<file path="src/rtl/serial_link_vc_credit_arbiter_if.sv">
// Bundles the per-VC request side, the outgoing packet stream and the
// credit bookkeeping inputs of the multi-VC credit arbiter.
interface serial_link_vc_credit_arbiter_if #(
    parameter int  NumChannels = 2,
    parameter int  NumCredits  = 8,
    parameter type data_t      = logic
);
    localparam int IdxW  = $clog2(NumChannels);
    localparam int CredW = $clog2(NumCredits + 1);

    // Per-VC payload requests
    logic [NumChannels-1:0] req_valid_i;
    data_t                  req_data_i [NumChannels];
    logic [NumChannels-1:0] req_ready_o;

    // Outgoing packet stream
    logic                   out_valid_o;
    logic                   out_ready_i;
    logic                   out_is_data_o;
    logic [IdxW-1:0]        out_vc_o;
    data_t                  out_data_o;
    logic [IdxW-1:0]        out_credit_vc_o;
    logic [CredW-1:0]       out_credits_o;

    // Credit bookkeeping
    logic                   rx_credit_valid_i;
    logic [IdxW-1:0]        rx_credit_vc_i;
    logic [CredW-1:0]       rx_credits_i;
    logic [NumChannels-1:0] rx_consume_i;

    modport slave (
        input  req_valid_i, req_data_i,
        output req_ready_o,
        output out_valid_o, out_is_data_o, out_vc_o, out_data_o,
        output out_credit_vc_o, out_credits_o,
        input  out_ready_i,
        input  rx_credit_valid_i, rx_credit_vc_i, rx_credits_i, rx_consume_i
    );

    modport master (
        output req_valid_i, req_data_i,
        input  req_ready_o,
        input  out_valid_o, out_is_data_o, out_vc_o, out_data_o,
        input  out_credit_vc_o, out_credits_o,
        output out_ready_i,
        output rx_credit_valid_i, rx_credit_vc_i, rx_credits_i, rx_consume_i
    );
endinterface

</file>
<file path="src/rtl/serial_link_vc_credit_arbiter.sv">
// Multi-VC credit arbiter: round-robins payload requests among VCs that hold
// transmit credits, piggybacks one VC's pending credit return on each packet,
// and forces credit-only packets when returns pile up with no data to send.
module serial_link_vc_credit_arbiter #(
    parameter int  NumChannels     = 2,
    parameter int  NumCredits      = 8,
    parameter int  ForceSendThresh = NumCredits - 4,
    parameter type data_t          = logic,
    localparam int IdxW            = $clog2(NumChannels),
    localparam int CredW           = $clog2(NumCredits + 1)
) (
    input logic                           clk_i,
    input logic                           rst_i,
    serial_link_vc_credit_arbiter_if.slave link
);

    // First set bit of mask at or after ptr, wrapping; MSB flags a hit.
    function automatic logic [IdxW:0] rr_pick(input logic [NumChannels-1:0] mask,
                                              input logic [IdxW-1:0]        ptr);
        logic [IdxW:0] r;
        int            j;
        r = '0;
        // Walk from farthest to nearest so the nearest hit wins.
        for (int i = NumChannels - 1; i >= 0; i--) begin
            j = (int'(ptr) + i) % NumChannels;
            if (mask[j]) r = {1'b1, IdxW'(j)};
        end
        return r;
    endfunction

    function automatic logic [IdxW-1:0] rr_next(input logic [IdxW-1:0] i);
        return IdxW'((int'(i) + 1) % NumChannels);
    endfunction

    logic [CredW-1:0] avail_q [NumChannels];
    logic [CredW-1:0] avail_d [NumChannels];
    logic [CredW-1:0] pend_q  [NumChannels];
    logic [CredW-1:0] pend_d  [NumChannels];
    logic [IdxW-1:0]  data_ptr_q, data_ptr_d;
    logic [IdxW-1:0]  cred_ptr_q, cred_ptr_d;

    logic             valid_q, valid_d;
    logic             is_data_q, is_data_d;
    logic [IdxW-1:0]  vc_q, vc_d;
    data_t            data_q, data_d;
    logic [IdxW-1:0]  credit_vc_q, credit_vc_d;
    logic [CredW-1:0] credits_q, credits_d;

    logic [NumChannels-1:0] pend_nz, elig, grant, clear;
    logic                   any_pend, force_send;
    logic                   load_en, do_data, do_cred;
    logic [IdxW:0]          data_pick, cred_pick;
    logic [IdxW-1:0]        g_idx, k_idx;
    logic                   k_found;

    // Eligibility: the last credit of a VC may only go out carrying a credit return.
    always_comb begin
        pend_nz    = '0;
        elig       = '0;
        any_pend   = 1'b0;
        force_send = 1'b0;
        for (int c = 0; c < NumChannels; c++) begin
            pend_nz[c] = (pend_q[c] != '0);
            if (pend_q[c] >= CredW'(ForceSendThresh)) force_send = 1'b1;
        end
        any_pend = |pend_nz;
        for (int c = 0; c < NumChannels; c++) begin
            elig[c] = link.req_valid_i[c] && (avail_q[c] != '0) &&
                      ((avail_q[c] != CredW'(1)) || any_pend);
        end
    end

    assign data_pick = rr_pick(elig, data_ptr_q);
    assign cred_pick = rr_pick(pend_nz, cred_ptr_q);
    assign g_idx     = data_pick[IdxW-1:0];
    assign k_idx     = cred_pick[IdxW-1:0];
    assign k_found   = cred_pick[IdxW];

    // A new packet may enter when the output register is empty or draining this cycle.
    assign load_en = !valid_q || link.out_ready_i;
    assign do_data = load_en && data_pick[IdxW];
    assign do_cred = load_en && !data_pick[IdxW] && force_send;

    // Next-state: packet load, pointer advance and concurrent counter updates.
    always_comb begin
        valid_d     = valid_q;
        is_data_d   = is_data_q;
        vc_d        = vc_q;
        data_d      = data_q;
        credit_vc_d = credit_vc_q;
        credits_d   = credits_q;
        data_ptr_d  = data_ptr_q;
        cred_ptr_d  = cred_ptr_q;
        grant       = '0;
        clear       = '0;

        if (do_data || do_cred) begin
            valid_d   = 1'b1;
            is_data_d = do_data;
            vc_d      = do_data ? g_idx : '0;
            data_d    = do_data ? link.req_data_i[g_idx] : '0;
            if (do_data) begin
                grant[g_idx] = 1'b1;
                data_ptr_d   = rr_next(g_idx);
            end
            if (k_found) begin
                credit_vc_d  = k_idx;
                credits_d    = pend_q[k_idx];
                clear[k_idx] = 1'b1;
                cred_ptr_d   = rr_next(k_idx);
            end else begin
                credit_vc_d  = '0;
                credits_d    = '0;
            end
        end else if (load_en) begin
            valid_d     = 1'b0;
            is_data_d   = 1'b0;
            vc_d        = '0;
            data_d      = '0;
            credit_vc_d = '0;
            credits_d   = '0;
        end

        for (int c = 0; c < NumChannels; c++) begin
            avail_d[c] = avail_q[c] - CredW'(grant[c]) +
                         ((link.rx_credit_valid_i && (int'(link.rx_credit_vc_i) == c)) ?
                          link.rx_credits_i : '0);
            pend_d[c]  = (clear[c] ? '0 : pend_q[c]) + CredW'(link.rx_consume_i[c]);
        end
    end

    // State register: counters, pointers and the outgoing packet.
    always_ff @(posedge clk_i) begin
        if (rst_i) begin
            for (int c = 0; c < NumChannels; c++) begin
                avail_q[c] <= CredW'(NumCredits);
                pend_q[c]  <= '0;
            end
            data_ptr_q  <= '0;
            cred_ptr_q  <= '0;
            valid_q     <= 1'b0;
            is_data_q   <= 1'b0;
            vc_q        <= '0;
            data_q      <= '0;
            credit_vc_q <= '0;
            credits_q   <= '0;
        end else begin
            for (int c = 0; c < NumChannels; c++) begin
                avail_q[c] <= avail_d[c];
                pend_q[c]  <= pend_d[c];
            end
            data_ptr_q  <= data_ptr_d;
            cred_ptr_q  <= cred_ptr_d;
            valid_q     <= valid_d;
            is_data_q   <= is_data_d;
            vc_q        <= vc_d;
            data_q      <= data_d;
            credit_vc_q <= credit_vc_d;
            credits_q   <= credits_d;
        end
    end

    assign link.req_ready_o     = rst_i ? '0 : grant;
    assign link.out_valid_o     = valid_q;
    assign link.out_is_data_o   = is_data_q;
    assign link.out_vc_o        = vc_q;
    assign link.out_data_o      = data_q;
    assign link.out_credit_vc_o = credit_vc_q;
    assign link.out_credits_o   = credits_q;

    // Counter bounds and input sanity; violations mean a misbehaving neighbour.
    always_ff @(posedge clk_i) begin
        if (!rst_i) begin
            assert (ForceSendThresh > 0);
            for (int c = 0; c < NumChannels; c++) begin
                assert (avail_q[c] <= CredW'(NumCredits));
                assert (pend_q[c] <= CredW'(NumCredits));
            end
            if (link.rx_credit_valid_i) assert (int'(link.rx_credit_vc_i) < NumChannels);
        end
    end

endmodule

</file>
<file path="src/flat_wrapper.sv">
// flat-port wrapper written by rule: the top's interface ports become plain ports
module serial_link_vc_credit_arbiter_flat 
#(
    parameter int  NumChannels     = 2,
    parameter int  NumCredits      = 8,
    parameter int  ForceSendThresh = NumCredits - 4,
    parameter type data_t          = logic,
    localparam int IdxW            = $clog2(NumChannels),
    localparam int CredW           = $clog2(NumCredits + 1)
)
  (clk_i, rst_i, link_req_valid_i, link_req_data_i, link_req_ready_o, link_out_valid_o, link_out_is_data_o, link_out_vc_o, link_out_data_o, link_out_credit_vc_o, link_out_credits_o, link_out_ready_i, link_rx_credit_valid_i, link_rx_credit_vc_i, link_rx_credits_i, link_rx_consume_i);
  serial_link_vc_credit_arbiter_if #(.NumChannels(NumChannels), .NumCredits(NumCredits), .data_t(data_t)) link_i ();
  input logic clk_i;
  input logic rst_i;
  input wire logic [$bits(link_i.req_valid_i)-1:0] link_req_valid_i;
  input wire logic [$bits(link_i.req_data_i)-1:0] link_req_data_i;
  output wire logic [$bits(link_i.req_ready_o)-1:0] link_req_ready_o;
  output wire logic [$bits(link_i.out_valid_o)-1:0] link_out_valid_o;
  output wire logic [$bits(link_i.out_is_data_o)-1:0] link_out_is_data_o;
  output wire logic [$bits(link_i.out_vc_o)-1:0] link_out_vc_o;
  output wire logic [$bits(link_i.out_data_o)-1:0] link_out_data_o;
  output wire logic [$bits(link_i.out_credit_vc_o)-1:0] link_out_credit_vc_o;
  output wire logic [$bits(link_i.out_credits_o)-1:0] link_out_credits_o;
  input wire logic [$bits(link_i.out_ready_i)-1:0] link_out_ready_i;
  input wire logic [$bits(link_i.rx_credit_valid_i)-1:0] link_rx_credit_valid_i;
  input wire logic [$bits(link_i.rx_credit_vc_i)-1:0] link_rx_credit_vc_i;
  input wire logic [$bits(link_i.rx_credits_i)-1:0] link_rx_credits_i;
  input wire logic [$bits(link_i.rx_consume_i)-1:0] link_rx_consume_i;
  assign link_i.req_valid_i = link_req_valid_i;
  assign link_i.req_data_i = {>>{link_req_data_i}};
  assign link_req_ready_o = link_i.req_ready_o;
  assign link_out_valid_o = link_i.out_valid_o;
  assign link_out_is_data_o = link_i.out_is_data_o;
  assign link_out_vc_o = link_i.out_vc_o;
  assign link_out_data_o = link_i.out_data_o;
  assign link_out_credit_vc_o = link_i.out_credit_vc_o;
  assign link_out_credits_o = link_i.out_credits_o;
  assign link_i.out_ready_i = link_out_ready_i;
  assign link_i.rx_credit_valid_i = link_rx_credit_valid_i;
  assign link_i.rx_credit_vc_i = link_rx_credit_vc_i;
  assign link_i.rx_credits_i = link_rx_credits_i;
  assign link_i.rx_consume_i = link_rx_consume_i;
  serial_link_vc_credit_arbiter #(.NumChannels(NumChannels), .NumCredits(NumCredits), .ForceSendThresh(ForceSendThresh), .data_t(data_t)) u_core (.clk_i(clk_i), .rst_i(rst_i), .link(link_i));
endmodule
</file>
<file path="config.mk">
export PLATFORM = sky130hd
export DESIGN_NAME = serial_link_vc_credit_arbiter_flat
export DESIGN_NICKNAME = d
export VERILOG_FILES = /design/src/rtl/serial_link_vc_credit_arbiter_if.sv /design/src/rtl/serial_link_vc_credit_arbiter.sv /design/src/flat_wrapper.sv
export SDC_FILE = /design/constraint.sdc
export NUM_CORES = 1
export LEC_CHECK = 0
export CORE_MARGIN = 2
export CORE_UTILIZATION = 47
export CTS_BUF_LIST = sky130_fd_sc_hd__clkbuf_8 sky130_fd_sc_hd__clkbuf_16
export DETAILED_ROUTE_END_ITERATION = 6
export DONT_BUFFER_PORTS = 1
export GPL_TIMING_DRIVEN = 0
export HOLD_SLACK_MARGIN = 0.03
export PLACE_DENSITY = 0.7
export SETUP_SLACK_MARGIN = 0.5
export SLEW_MARGIN = 30
export SYNTH_ARGS = -nofsm -noshare
export SYNTH_HDL_FRONTEND = slang
export SYNTH_SLANG_ARGS = --single-unit
</file>
<file path="constraint.sdc">
create_clock -name clk_i -period 3.75 [get_ports clk_i]
set_input_delay 0.375 -clock clk_i [delete_from_list [all_inputs] [get_ports clk_i]]
set_output_delay 0.375 -clock clk_i [all_outputs]
set_load 0.02 [all_outputs]
</file>
-- Yosys cells after proc, flatten, opt, wreduce, memory -nomap -nowiden
Memory sizes are Yosys's and may differ from the RTL's.
Index checks and enable logic that the tools add are counted.
- register bits: 11
- latch bits: 0
- memory bits (writable): 16
- bits in read-only memories: 0
- input bits: 15
- output and inout bits: 11
- word-level logic and storage cells: 117
- memories: 2
- add/subtract/negate cells: 10
- $mul: 0
- div/mod/pow operators: 0
- order comparisons: 11
- equal/unequal tests: 2
- shift-type cells: 0
- muxes and demuxes: 51
- bitwise logic cells: 8
- reductions and logical operators: 25
- memories (memory ; words ; bits a word ; read ports ; clocked after memory_dff ; wr ports ; RTL line ; RTL):
    u_core.avail_q ; 2 ; 4 ; 2 ; 0 ; 2 ; serial_link_vc_credit_arbiter.sv:35 ; logic [CredW-1:0] avail_q [NumChannels];
    u_core.pend_q ; 2 ; 4 ; 3 ; 0 ; 2 ; serial_link_vc_credit_arbiter.sv:37 ; logic [CredW-1:0] pend_q [NumChannels];
- operator list (cell ; number):
    2-to-1 mux 4 bit ; 11
    2-to-1 mux 1 bit ; 29
    2-to-1 mux 2 bit ; 9
    nonzero test 4 bit ; 4
    logical AND 1 bit ; 11
    adder 4 x 1 -> 4 bit ; 2
    adder 4 bit ; 2
    greater-or-equal comparator 4 x 3 -> 1 bit, second input constant ; 2
    less-than comparator 1 x 2 -> 1 bit, second input constant ; 4
    inequality test 4 x 1 -> 1 bit, second input constant ; 2
    subtractor 4 x 1 -> 4 bit ; 2
    less-than comparator 2 x 3 -> 1 bit, second input constant ; 2
    adder 1 bit, second input constant ; 4
    logical OR 1 bit ; 4
    bitwise OR 1 bit ; 4
    AND reduction 2 bit ; 2
    AND 1 bit, first input constant ; 2
    demux 1 bit (select 1 bit) ; 2
    greater-or-equal comparator 1 bit, second input constant ; 2
    greater-or-equal comparator 2 bit, second input constant ; 1
    logical NOT 1 bit ; 2
    inverter 1 -> 2 bit ; 1
    nonzero test 2 bit ; 1
    OR reduction 2 bit ; 1
    inverter 1 bit ; 1

-- Longest topological paths before layout
Gate-level depths: netlist (run 1).
- depth after elaboration: 18
- depth in mapped cells: 12
- mapped depth without buffers: 12

-- Worst setup path before layout (run 1)
Ideal clock, no wire load.
- kind: register to register
- start point: mem u_core.pend_q[0][0] in the netlist's numbering
- end point: mem u_core.avail_q[0][2] in the netlist's numbering
- setup time: 0.128 ns
- arrival: 2.562 ns
- data required time: 3.622 ns
- setup slack: 1.060 ns
- cell stages (with the launch flop): 12
- path buffers: 0
- clock period less this slack: 2.690 ns
- cell sequence: dfxtp_1 or4_1 o21ai_1 a21boi_1 a211oi_1 ha_1 inv_1 ha_1 inv_1 fa_1 xor2_1 nor2_1
- RTL lines (what ; RTL line):
    start, declared ; serial_link_vc_credit_arbiter.sv:37
    end, declared ; serial_link_vc_credit_arbiter.sv:35

==> results of run 1 <==
[state kept, by name, summed over array words and instances (netlist names)]
name and cells:
u_core.link.out_credits_o 4, u_core.link.out_data_o 1, u_core.link.out_is_data_o 1, u_core.pend_q 8, u_core.cred_ptr_q 1, u_core.data_ptr_q 1, u_core.link.out_credit_vc_o 1, u_core.link.out_vc_o 1
u_core.avail_q 8, u_core.link.out_valid_o 1
[metal layers]
layer / share of wire / vias to the layer above
met5: 0 / -
met1: 0.45 / 538
met2: 0.47 / 31
li1: - / 598
met4: 0.015 / 0
met3: 0.059 / 4
[kinds of logic (layout without fill, tap and decap cells)]
kind of cell,after synthesis,in the layout,share of synthesized area
AO/OA/AOI/OAI,32,32,0.1458
XOR/XNOR,12,12,0.06880
adder cells (fa/ha/maj),18,18,0.1572
buffers and inverters,24,28,0.05897
flip-flops,27,27,0.3538
multiplexers,1,1,0.007370
AND/OR/NAND/NOR,59,59,0.2080
[synthesized netlist by cell type (2+ instances only)]
master                      n  share of area
sky130_fd_sc_hd__or4_1      2         0.0098
sky130_fd_sc_hd__a21boi_1   3          0.015
sky130_fd_sc_hd__nand2_1   12          0.029
sky130_fd_sc_hd__fa_1       2          0.026
sky130_fd_sc_hd__nor2b_1    9          0.037
sky130_fd_sc_hd__a21oi_1    8          0.026
sky130_fd_sc_hd__inv_1     19          0.047
sky130_fd_sc_hd__nand2b_1   5          0.020
sky130_fd_sc_hd__o31a_1     2          0.011
sky130_fd_sc_hd__dfxtp_1   27           0.35
sky130_fd_sc_hd__and2_1     3          0.012
sky130_fd_sc_hd__nand3_1    5          0.016
sky130_fd_sc_hd__xor2_1     5          0.029
sky130_fd_sc_hd__xnor2_1    7          0.040
sky130_fd_sc_hd__clkbuf_1   5          0.012
sky130_fd_sc_hd__a21o_1     2         0.0098
sky130_fd_sc_hd__ha_1      16           0.13
sky130_fd_sc_hd__o21ai_0    5          0.016
sky130_fd_sc_hd__nor2_1    13          0.032
sky130_fd_sc_hd__nor3_1     5          0.016
sky130_fd_sc_hd__a311oi_1   3          0.017
[metrics by stage]
stage	cells	utilization	worst slack, ns	power (W)
after floorplan	173	-	1.060	0.0007598
after global placement	217	0.5142	0.7348	0.0008152
after detailed placement	217	0.5142	0.6770	0.0008379
after CTS	221	0.5301	0.6480	0.001011
after global routing	221	0.5317	0.5542	0.001103
final	221	0.5317	0.7610	0.001008
[cell usage in the layout (no fill, tap or decap), types with 2 or more instances in the layout]
master and instances:
sky130_fd_sc_hd__and2_1 3, sky130_fd_sc_hd__clkbuf_1 5, sky130_fd_sc_hd__nand2_1 12, sky130_fd_sc_hd__nand2b_1 5
sky130_fd_sc_hd__or4_1 2, sky130_fd_sc_hd__inv_1 19, sky130_fd_sc_hd__dfxtp_1 27, sky130_fd_sc_hd__a21boi_1 3
sky130_fd_sc_hd__xnor2_1 7, sky130_fd_sc_hd__xor2_1 5, sky130_fd_sc_hd__a311oi_1 3, sky130_fd_sc_hd__nor2_1 13
sky130_fd_sc_hd__a21o_1 2, sky130_fd_sc_hd__o31a_1 2, sky130_fd_sc_hd__o21ai_0 5, sky130_fd_sc_hd__ha_1 16
sky130_fd_sc_hd__a21oi_1 8, sky130_fd_sc_hd__nor2b_1 9, sky130_fd_sc_hd__fa_1 2, sky130_fd_sc_hd__clkbuf_8 3
sky130_fd_sc_hd__nor3_1 5, sky130_fd_sc_hd__nand3_1 5
[report_power, final]
group | internal [W] | switching [W]
sequential | 0.000346 | 0.0000560
clock | 0.0000756 | 0.0000975
combinational | 0.000207 | 0.000225
total | 0.000629 | 0.000379
[cell type report]
| cell class | instances | area (sq um) |
|---|---|---|
| clock buffer | 3 | 41.29 |
| sequential | 27 | 540.5 |
| inverter | 19 | 71.32 |
| clock inverter | 1 | 7.507 |
| multi-input combinational | 122 | 902.1 |
| buffer | 5 | 18.77 |
| fill | 302 | 1441 |
| tap | 44 | 55.05 |
[final timing paths]
check | depth (start not counted) | slack, ns | end
max | 11 | 0.76 | u_core.avail_q[0][2]$_SDFF_PP0_
min | 2 | 0.25 | u_core.link.out_data_o$_SDFFE_PP0P_
max reg2reg | 11 | 0.76 | u_core.avail_q[0][2]$_SDFF_PP0_
min reg2reg | 2 | 0.56 | u_core.link.out_vc_o$_SDFFE_PP0P_
==> Flow_metrics.wiki, run 1 <==
{| class="wikitable"
! Metric !! Value
|-
| DRC marker count from the first detailed-route iteration || 46
|-
| Sink Count || 27
|-
| Slew margin rel. || 0.6351
|-
| Final instance area || 1637 sq um
|-
| Reg-to-reg startpoint || u_core.pend_q[0][0]$_SDFF_PP0_
|-
| Path category of the worst min-delay check || in -> reg
|-
| Post-synthesis async set-or-reset flop share || 0
|-
| Final Max Slew Viols || 0
|-
| Result of the run || finished clean
|-
| Total cell area at the placement stage || 1583 sq um
|-
| Total track usage || 0.1926
|-
| # rows || 20
|-
| CTS tree || yes
|-
| Met2 Use GR || 0.3180
|-
| Total CTS buffers || 3
|-
| Combined area of all synthesized cells || 1528 sq um
|-
| Pwr dens || 616.0 nW/um^2
|-
| RSZ-0062 raised after global routing || no
|-
| Net count reported at finish || 211
|-
| Met1 GRT Util || 0.2434
|-
| Syn. warnings || 0
|-
| Number of antenna violations at the first check in global routing || 0
|-
| Area added between synthesis and finish || 7.125%
|-
| Ant. Diodes || 0
|-
| Minimum hold slack || 0.2504 ns
|-
| Fin. Hold Viols || 0
|-
| Cell type group with the largest total delay on the critical path || adder cells
|-
| Routed via count || 1171
|-
| Maximum number of pins on one net before global-route repair || 17
|-
| Std-Cell Core Area || 3078 sq um
|-
| Period utilization || 0.7971
|-
| Wire length after detailed routing || 3048 um
|-
| Dpl hpwl || 2339 um
|-
| Category of the critical setup timing path || reg -> reg
|-
| Clock-pin slew on the worst setup and hold paths || 0.10 ns
|-
| Setup crit end kind || flip-flop
|-
| Most Crowded Layer GR || met2
|-
| Required time of the critical path || 3.91 ns
|-
| Crit path DAT || 3.15 ns
|-
| Hold path startpoint || link_req_data_i[1]
|-
| Number of enable flip-flop cells after synthesis || 0
|-
| Fraction of layout instances using a drive strength above 1 || 0.05650
|-
| DIE AREA || 3722 sq um
|-
| Residual overflow from global routing || 0
|-
| Stage delay of the slowest cell on the critical path || 0.62 ns
|-
| Leakage || 0.6936 nW
|-
| Number of buffers inserted by post-CTS setup repair || 0
|-
| Post-detailed-route wirelength per cell || 13.79 um
|-
| Setup skew after layout || 0.004072 ns
|-
| Worst IR Drop VDD || 0.0002853 V
|-
| Master cell of the clock root buffer || sky130_fd_sc_hd__clkbuf_8
|-
| Highest achievable clock rate || 0.3346 GHz
|-
| Net count after synthesis || 206
|-
| Number of global-route vias before repair || 1185
|-
| Die Ht || 61.01 um
|-
| DIE WIDTH || 61.01 um
|-
| I/O pin count || 26
|-
| Total of max-cap violations || 0
|-
| Category of the worst setup path launch point || flip-flop
|-
| Worst-path cell chain || or4_1 > o21ai_1 > a21boi_1 > a211oi_2 > ha_1 > inv_1 > ha_1 > inv_1 > fa_1 > xor2_1 > nor2_1
|-
| Shortest clock period the worst path allows after layout || 2.989 ns
|-
| IO buf count || 0
|-
| CTS Hold Buffers Added || 0
|-
| Global-route wire length before repair || 5237 um
|-
| Distinct cell type count after synthesis || 36
|-
| Number of detailed-routing iterations run before antenna repair || 4
|-
| CP Buf/Inv Count || 2
|-
| Vias/cell || 5.299
|-
| Sequential share of the synthesized area || 0.3538
|-
| Worst-margin pin slew || 0.5417 ns
|-
| Met3 Usage GRT || 0.05042
|-
| Initial cell density of the core || 0.4963
|-
| Number of nets still failing antenna checks after routing || 0
|-
| Synthesized area divided by synthesized cell count || 8.831 sq um
|-
| Clock latency on the worst-skew pair || 0.28 ns
|-
| H-tree depth reported by CTS || 1
|-
| Instance count of the mapped netlist || 173
|-
| Routability congestion estimate from global placement || 0.8500
|-
| Final Setup Violations || 0
|-
| Cell with the largest stage delay on the worst path || sky130_fd_sc_hd__or4_1
|-
| Buffer levels on the longest clock path || 2
|-
| Critical path origin || u_core.pend_q[0][0]$_SDFF_PP0_
|-
| Post-cts resize count || 0
|-
| Post-synthesis register bit count || 27
|-
| Highest net fanout along the worst path || 6
|-
| DRC violation count after routing || 0
|-
| Most instantiated flip-flop cell in the synthesis netlist || sky130_fd_sc_hd__dfxtp_1
|-
| Setup total negative slack || 0 ns
|}
Power figures use the tool's default switching activity.
==> run 2: changes to the inputs <==
--- a/config.mk
+++ b/config.mk
@@ -12,7 +12,7 @@
 export DONT_BUFFER_PORTS = 1
 export GPL_TIMING_DRIVEN = 0
 export HOLD_SLACK_MARGIN = 0.03
-export PLACE_DENSITY = 0.7
+export PLACE_DENSITY = 0.72
 export SETUP_SLACK_MARGIN = 0.5
 export SLEW_MARGIN = 30
 export SYNTH_ARGS = -nofsm -noshare
==> constraint.sdc (replaced) <==
create_clock -name clk_i -period 2.5 [get_ports clk_i]
set_input_delay 0.25 -clock clk_i [delete_from_list [all_inputs] [get_ports clk_i]]
set_output_delay 0.25 -clock clk_i [all_outputs]
set_load 0.02 [all_outputs]
==> Flow_metrics.wiki, run 2 (same netlist as run 1, synthesis figures left out) <==
{| class="wikitable"
! Metric !! Value
|-
| Buffer levels on the longest clock path || 2 (unchanged)
|-
| Switching power of the nets || 0.0007259 W (+92%)
|-
| Post-detailed-route wirelength per cell || 15.87 um (+15%)
|-
| Hold path startpoint || link_req_data_i[1]
|-
| # rows || 20 (unchanged)
|-
| Total CTS buffers || 3 (unchanged)
|-
| Ant. Diodes || 0 (unchanged)
|-
| Hold Path Cell Cnt || 2 (unchanged)
|-
| Die Ht || 61.01 um (unchanged)
|-
| I/O pin count || 26 (unchanged)
|-
| Fin. Hold Viols || 0 (unchanged)
|-
| Number of cells after detailed placement || 217 (unchanged)
|-
| Reg-to-reg startpoint || u_core.pend_q[1][0]$_SDFF_PP0_
|-
| CTS Hold Buffers Added || 0 (unchanged)
|-
| Result of the run || finished, violations left
|-
| Total of max-cap violations || 0 (unchanged)
|-
| DIE WIDTH || 61.01 um (unchanged)
|-
| Shortest clock period the worst path allows after layout || 2.760 ns (-0.2292 ns)
|-
| H-tree depth reported by CTS || 1 (unchanged)
|-
| Number of antenna violations at the first check in global routing || 0 (unchanged)
|-
| Final instance area || 2085 sq um (+27%)
|-
| IO buf count || 0 (unchanged)
|-
| Highest net fanout along the worst path || 3 (-3)
|-
| Required time of the critical path || 2.64 ns (-1.27 ns)
|-
| RSZ-0062 raised after global routing || yes
|-
| Clock-pin slew on the worst setup and hold paths || 0.09 ns (about the same)
|-
| Total power of the final layout || 0.001925 W (+91%)
|-
| Crit path DAT || 2.90 ns (-0.25 ns)
|-
| Global-route wire length before repair || 5858 um (+12%)
|-
| Master cell of the clock root buffer || sky130_fd_sc_hd__clkbuf_8
|-
| Std-Cell Core Area || 3078 sq um (unchanged)
|-
| Leakage || 0.8357 nW (+20%)
|-
| Initial cell density of the core || 0.4963 (unchanged)
|-
| Clock latency on the worst-skew pair || 0.27 ns (about the same)
|-
| Worst setup slack after layout || -0.2598 ns (-1.021 ns)
|-
| Residual overflow from global routing || 0 (unchanged)
|-
| Routed via count || 1338 (+14%)
|-
| Reg-to-reg endpoint || u_core.avail_q[0][5]$_SDFF_PP0_
|-
| Total cell area at the placement stage || 1634 sq um (+3.2%)
|-
| Fraction of layout instances using a drive strength above 1 || 0.3500 (+0.2935)
|-
| Number of nets still failing antenna checks after routing || 0 (unchanged)
|-
| Commonest cells after routing, fill and taps aside || 24 x sky130_fd_sc_hd__dfxtp_1, 15 x sky130_fd_sc_hd__inv_1, 15 x sky130_fd_sc_hd__buf_4
|-
| Internal Power || 0.001200 W (+91%)
|-
| Worst-margin pin slew || 0.6203 ns (+0.07868 ns)
|-
| Area added between synthesis and finish || 36.45%
|-
| Vias/cell || 5.484 (+3.5%)
|-
| Violations in the final reports || negative setup slack
|-
| Number of non-filler instances in the completed layout || 244 (+10%)
|-
| Most common cell after layout, fill and taps aside || sky130_fd_sc_hd__dfxtp_1
|-
| Pwr dens || 923.7 nW/um^2 (+50%)
|-
| Dpl hpwl || 2416 um (+3.3%)
|-
| Path category of the worst min-delay check || in -> reg
|-
| Setup skew after layout || 0.002859 ns (-0.001213 ns)
|-
| Clk network pwr share || 0.125 (-0.047)
|-
| DIE AREA || 3722 sq um (unchanged)
|-
| Minimum setup slack after placement || -0.3209 ns (-0.9979 ns)
|-
| Period utilization || 1.104 (+0.3069)
|-
| Final Max Slew Viols || 0 (unchanged)
|-
| Path depth of the worst reg2reg path || 11 (unchanged)
|-
| Wire length after detailed routing || 3873 um (+27%)
|-
| Highest achievable clock rate || 0.3623 GHz (+8.3%)
|-
| CTS tree || yes
|-
| End point of the most critical hold path || u_core.link.out_data_o$_SDFFE_PP0P_
|-
| Final Setup Violations || 12 (+12)
|-
| Switching portion of total power || 0.3770 (+0.001042)
|-
| DRC marker count from the first detailed-route iteration || 65 (+41%)
|-
| Worst IR Drop VDD || 0.0005710 V (+100%)
|-
| Fillers || 215 (-29%)
|-
| Routability congestion estimate from global placement || 0.8399 (-1.2%)
|-
| Proportion of power drawn by combinational gates || 0.555 (+0.126)
|-
| Flop pwr share || 0.320 (-0.079)
|-
| Category of the critical setup timing path || reg -> reg
|-
| Number of global-route vias before repair || 1286 (+8.5%)
|-
| Net count reported at finish || 234 (+11%)
|-
| Slew margin rel. || 0.5821 (-0.05300)
|-
| Category of the worst setup path launch point || flip-flop
|-
| Maximum number of pins on one net before global-route repair || 15 (-2)
|-
| Total track usage || 0.2145 (+0.02185)
|-
| Number of detailed-routing iterations run before antenna repair || 4 (unchanged)
|-
| Worst reg2reg setup slack || -0.26 ns (-1.02 ns)
|-
| DRC violation count after routing || 0 (unchanged)
|-
| Sink Count || 27 (unchanged)
|-
| Setup crit end kind || flip-flop
|}
-- run 2: power groups by stage --
stage	Combinational (W)	Sequential, W	Clock, W
2_1_floorplan	0.000565	0.000600	0
3_3_place_gp	0.000637	0.000612	0
3_5_place_dp	0.000671	0.000617	0
4_1_cts	0.000861	0.000609	0.000247
5_1_grt	0.00119	0.000627	0.000268
6_report	0.00107	0.000616	0.000241
-- run 2: worst max-delay path, stage by stage, from the launching register on --
cell and delay [ns]:
sky130_fd_sc_hd__dfxtp_2 0.34, sky130_fd_sc_hd__or4_4 0.57, sky130_fd_sc_hd__nand2b_4 0.19, sky130_fd_sc_hd__a31oi_4 0.21, sky130_fd_sc_hd__o211ai_1 0.14, sky130_fd_sc_hd__inv_1 0.17
sky130_fd_sc_hd__ha_4 0.23, sky130_fd_sc_hd__inv_4 0.06, sky130_fd_sc_hd__ha_4 0.14, sky130_fd_sc_hd__inv_2 0.04, sky130_fd_sc_hd__fa_2 0.50, sky130_fd_sc_hd__nor2_1 0.04
-- run 2: layer usage --
metal | GRT usage | wire length, um | part of all wire
met1 | 0.2746 | 1666 | 0.43
met2 | 0.3717 | 1958 | 0.51
met3 | 0.03571 | 232 | 0.060
met4 | 0.06522 | 15 | 0.0039
met5 | 0 | 0 | 0
-- run 2: timing repair --
| item | CTS | global route |
|---|---|---|
| gates resized for setup | 27 | 22 |
| buffers inserted | 14 | 9 |
| setup endpoints to repair | 23 | 23 |
| pin swaps | 15 | 24 |
-- run 2: layout make-up --
cell class	instances	area, sq um	share of cell area
well taps	44	55.05	0.02641
clock buffers	3	41.29	0.01981
flip-flops and latches	27	544.3	0.2611
inverters	19	73.82	0.03541
repair buffers	23	202.7	0.09724
plain buffers	5	18.77	0.009004
clock inverters	1	3.754	0.001801
multi-input cells	122	1145	0.5492
-- run 2: worst max path at each step --
stage	to	startpoint	cells after the start
finish	u_core.avail_q[0][5]$_SDFF_PP0_	u_core.pend_q[1][0]$_SDFF_PP0_	11
global route	u_core.avail_q[0][5]$_SDFF_PP0_	u_core.pend_q[1][0]$_SDFF_PP0_	11
CTS	u_core.avail_q[0][2]$_SDFF_PP0_	u_core.pend_q[1][1]$_SDFF_PP0_	12
detailed placement	u_core.avail_q[0][2]$_SDFF_PP0_	u_core.pend_q[0][0]$_SDFF_PP0_	11
global placement	u_core.avail_q[0][2]$_SDFF_PP0_	u_core.pend_q[0][0]$_SDFF_PP0_	11
floorplan	u_core.avail_q[0][6]$_SDFF_PP0_	u_core.pend_q[1][0]$_SDFF_PP0_	12
-- run 2: per-stage QoR --
| step | hold slack (ns) | TNS (ns) | utilization |
|---|---|---|---|
| after floorplan | 0.4004 | -0.1743 | - |
| after global placement | 0.4030 | -1.865 | 0.5309 |
| after detailed placement | 0.4169 | -2.348 | 0.5309 |
| after CTS | 0.1352 | -1.649 | 0.6207 |
| after global routing | 0.1618 | -2.735 | 0.6772 |
| final | 0.1440 | -1.775 | 0.6772 |
==> run 3: changes to the inputs <==
--- a/config.mk
+++ b/config.mk
@@ -12,7 +12,7 @@
 export DONT_BUFFER_PORTS = 1
 export GPL_TIMING_DRIVEN = 0
 export HOLD_SLACK_MARGIN = 0.03
-export PLACE_DENSITY = 0.72
+export PLACE_DENSITY = 0.65
 export SETUP_SLACK_MARGIN = 0.5
 export SLEW_MARGIN = 30
 export SYNTH_ARGS = -nofsm -noshare
==> Flow_metrics.wiki, run 3 (same netlist as run 1, synthesis figures left out) <==
{| class="wikitable"
! Metric !! Value
|-
| Setup skew after layout || 0.003481 ns (+0.0006223 ns)
|-
| Category of the worst setup path launch point || flip-flop
|-
| Die Ht || 61.01 um (unchanged)
|-
| Number of antenna violations at the first check in global routing || 0 (unchanged)
|-
| Shortest clock period the worst path allows after layout || 2.708 ns (-0.05147 ns)
|-
| Hold path startpoint || link_req_data_i[1]
|-
| Worst-path cell chain || or4_4 > nand2b_4 > a31oi_4 > o211ai_1 > inv_1 > ha_4 > inv_2 > ha_4 > inv_2 > fa_2 > nor2_1
|-
| Residual overflow from global routing || 0 (unchanged)
|-
| Fillers || 251 (+17%)
|-
| Dpl hpwl || 2457 um (+1.7%)
|-
| Clock latency on the worst-skew pair || 0.27 ns (about the same)
|-
| Worst setup slack after layout || -0.2083 ns (+0.05147 ns)
|-
| Required time of the critical path || 2.65 ns (about the same)
|-
| Maximum number of pins on one net before global-route repair || 15 (unchanged)
|-
| Final Max Slew Viols || 0 (unchanged)
|-
| Reg-to-reg endpoint || u_core.avail_q[0][5]$_SDFF_PP0_
|-
| Global-route wire length before repair || 5934 um (+1.3%)
|-
| Area used by sequential logic in the layout || 545.5 sq um (+0.23%)
|-
| Worst-margin pin slew || 0.5965 ns (-0.02380 ns)
|-
| Setup crit end kind || flip-flop
|-
| Highest achievable clock rate || 0.3692 GHz (+1.9%)
|-
| Worst reg2reg setup slack || -0.21 ns (+0.05 ns)
|-
| Routability congestion estimate from global placement || 0.8554 (+1.8%)
|-
| DRC marker count from the first detailed-route iteration || 66 (+1.5%)
|-
| Master cell of the clock root buffer || sky130_fd_sc_hd__clkbuf_8
|-
| Sink Count || 27 (unchanged)
|-
| DRC violation count after routing || 0 (unchanged)
|-
| Commonest cells after routing, fill and taps aside || 23 x sky130_fd_sc_hd__dfxtp_1, 16 x sky130_fd_sc_hd__buf_4, 15 x sky130_fd_sc_hd__inv_1
|-
| Minimum hold slack || 0.1445 ns (+0.0005080 ns)
|-
| Hold Path Cell Cnt || 2 (unchanged)
|-
| Wire length after detailed routing || 3801 um (-1.9%)
|-
| Post-detailed-route wirelength per cell || 15.77 um (-0.64%)
|-
| Category of the critical setup timing path || reg -> reg
|-
| Number of global-route vias before repair || 1345 (+4.6%)
|-
| Cell type group with the largest total delay on the critical path || adder cells
|-
| Violations in the final reports || negative setup slack
|-
| Pwr dens || 918.4 nW/um^2 (-0.58%)
|-
| DIE AREA || 3722 sq um (unchanged)
|-
| Period utilization || 1.083 (-0.02059)
|-
| Crit path depth || 11 (unchanged)
|-
| Number of detailed-routing iterations run before antenna repair || 4 (unchanged)
|-
| Path category of the worst min-delay check || in -> reg
|-
| Area added between synthesis and finish || 32.19%
|-
| Std-Cell Core Area || 3078 sq um (unchanged)
|-
| Net count reported at finish || 231 (-1.3%)
|-
| Reg-to-reg startpoint || u_core.pend_q[1][0]$_SDFF_PP0_
|-
| Initial cell density of the core || 0.4963 (unchanged)
|-
| Number of nets still failing antenna checks after routing || 0 (unchanged)
|-
| CTS Hold Buffers Added || 0 (unchanged)
|-
| Buffer levels on the longest clock path || 2 (unchanged)
|-
| Vias/cell || 5.423 (-1.1%)
|-
| RSZ-0062 raised after global routing || yes
|-
| Fraction of layout instances using a drive strength above 1 || 0.3401 (-0.009898)
|-
| CTS tree || yes
|-
| Result of the run || finished, violations left
|-
| Path depth of the worst reg2reg path || 11 (unchanged)
|-
| Final Setup Violations || 12 (unchanged)
|-
| Clock-pin slew on the worst setup and hold paths || 0.09 ns (about the same)
|-
| Most common cell after layout, fill and taps aside || sky130_fd_sc_hd__dfxtp_1
|-
| Highest net fanout along the worst path || 4 (+1)
|-
| Crit path DAT || 2.85 ns (-0.05 ns)
|-
| H-tree depth reported by CTS || 1 (unchanged)
|-
| CP Buf/Inv Count || 3 (unchanged)
|-
| Stage delay of the slowest cell on the critical path || 0.57 ns (about the same)
|-
| # rows || 20 (unchanged)
|-
| End point of the most critical hold path || u_core.link.out_data_o$_SDFFE_PP0P_
|-
| Fin. Hold Viols || 0 (unchanged)
|-
| Cell with the largest stage delay on the worst path || sky130_fd_sc_hd__or4_4
|-
| Worst IR Drop VDD || 0.0005781 V (+1.2%)
|-
| Leakage || 0.8102 nW (-3.1%)
|-
| IO buf count || 0 (unchanged)
|-
| Total CTS buffers || 3 (unchanged)
|-
| Ant. Diodes || 0 (unchanged)
|-
| I/O pin count || 26 (unchanged)
|-
| Total track usage || 0.2156 (+0.001127)
|-
| Multi-input combinational cell area || 1119 sq um (-2.3%)
|-
| Total of max-cap violations || 0 (unchanged)
|-
| Slew margin rel. || 0.5981 (+0.01603)
|-
| DIE WIDTH || 61.01 um (unchanged)
|-
| Total power of the final layout || 0.001855 W (-3.7%)
|-
| Routed via count || 1307 (-2.3%)
|}
-- run 3: changes by cell type in the layout (fill, tap and decap cells not counted), sizes merged --
cell	change
buf	-3
-- run 3: power by group --
group / switching, W / total [W] / leakage, nW / internal (W)
registers: 0.0000962 / 0.000617 / 0.224 / 0.000521
logic: 0.000481 / 0.000996 / 0.559 / 0.000515
clock network: 0.000132 / 0.000242 / 0.0269 / 0.000110
-- run 3: final cells by class --
cell class / count / area share
Multi-Input combinational cell: 122 / 0.5539
Sequential cell: 27 / 0.2701
Timing Repair Buffer: 20 / 0.08178
Inverter: 19 / 0.03532
Tap cell: 44 / 0.02726
Clock buffer: 3 / 0.02045
Buffer: 5 / 0.009294
Clock inverter: 1 / 0.001859
-- run 3: worst max path at each step --
stage               slack, ns                            from                         endpoint
finish                  -0.21  u_core.pend_q[1][0]$_SDFF_PP0_  u_core.avail_q[0][5]$_SDFF_PP0_
global route            -0.27  u_core.pend_q[1][0]$_SDFF_PP0_  u_core.avail_q[0][7]$_SDFF_PP1_
CTS                     -0.21  u_core.pend_q[1][1]$_SDFF_PP0_  u_core.avail_q[0][5]$_SDFF_PP0_
detailed placement      -0.32  u_core.pend_q[0][0]$_SDFF_PP0_  u_core.avail_q[0][2]$_SDFF_PP0_
global placement        -0.27  u_core.pend_q[0][0]$_SDFF_PP0_  u_core.avail_q[0][2]$_SDFF_PP0_
floorplan               -0.05  u_core.pend_q[1][0]$_SDFF_PP0_  u_core.avail_q[0][6]$_SDFF_PP0_
-- run 3: layer usage --
layer,up-vias,track usage,share of wire
li1,639,-,-
met1,624,0.2661,0.42
met2,38,0.3856,0.51
met3,6,0.04412,0.054
met4,0,0.05280,0.011
met5,-,0,0
-- run 3: what timing repair did --
action	4_1_cts	5_1_grt
setup buffers	14	6
setup endpoints to repair	23	23
resized for setup	29	14
pin swaps	27	18
-- run 3: worst register-to-register path, stage by stage (launching register included) --
cell                       delay, ns
sky130_fd_sc_hd__dfxtp_2        0.33
sky130_fd_sc_hd__or4_4          0.58
sky130_fd_sc_hd__nand2b_4       0.19
sky130_fd_sc_hd__a31oi_4        0.21
sky130_fd_sc_hd__o211ai_1       0.15
sky130_fd_sc_hd__inv_1          0.15
sky130_fd_sc_hd__ha_4           0.21
sky130_fd_sc_hd__inv_2          0.06
sky130_fd_sc_hd__ha_4           0.13
sky130_fd_sc_hd__inv_2          0.04
sky130_fd_sc_hd__fa_2           0.52
sky130_fd_sc_hd__nor2_1         0.04
-- run 3: per-stage QoR --
stage	instance area (sq um)	TNS [ns]	util	std cells	worst slack, ns
after floorplan	1579	-0.1743	-	173	-0.05357
after CTS	1913	-1.410	0.6215	235	-0.2065
final	2019	-1.723	0.6561	241	-0.2083
after global routing	2019	-2.652	0.6561	241	-0.2685
after global placement	1634	-1.941	0.5309	217	-0.2687
after detailed placement	1634	-2.368	0.5309	217	-0.3176
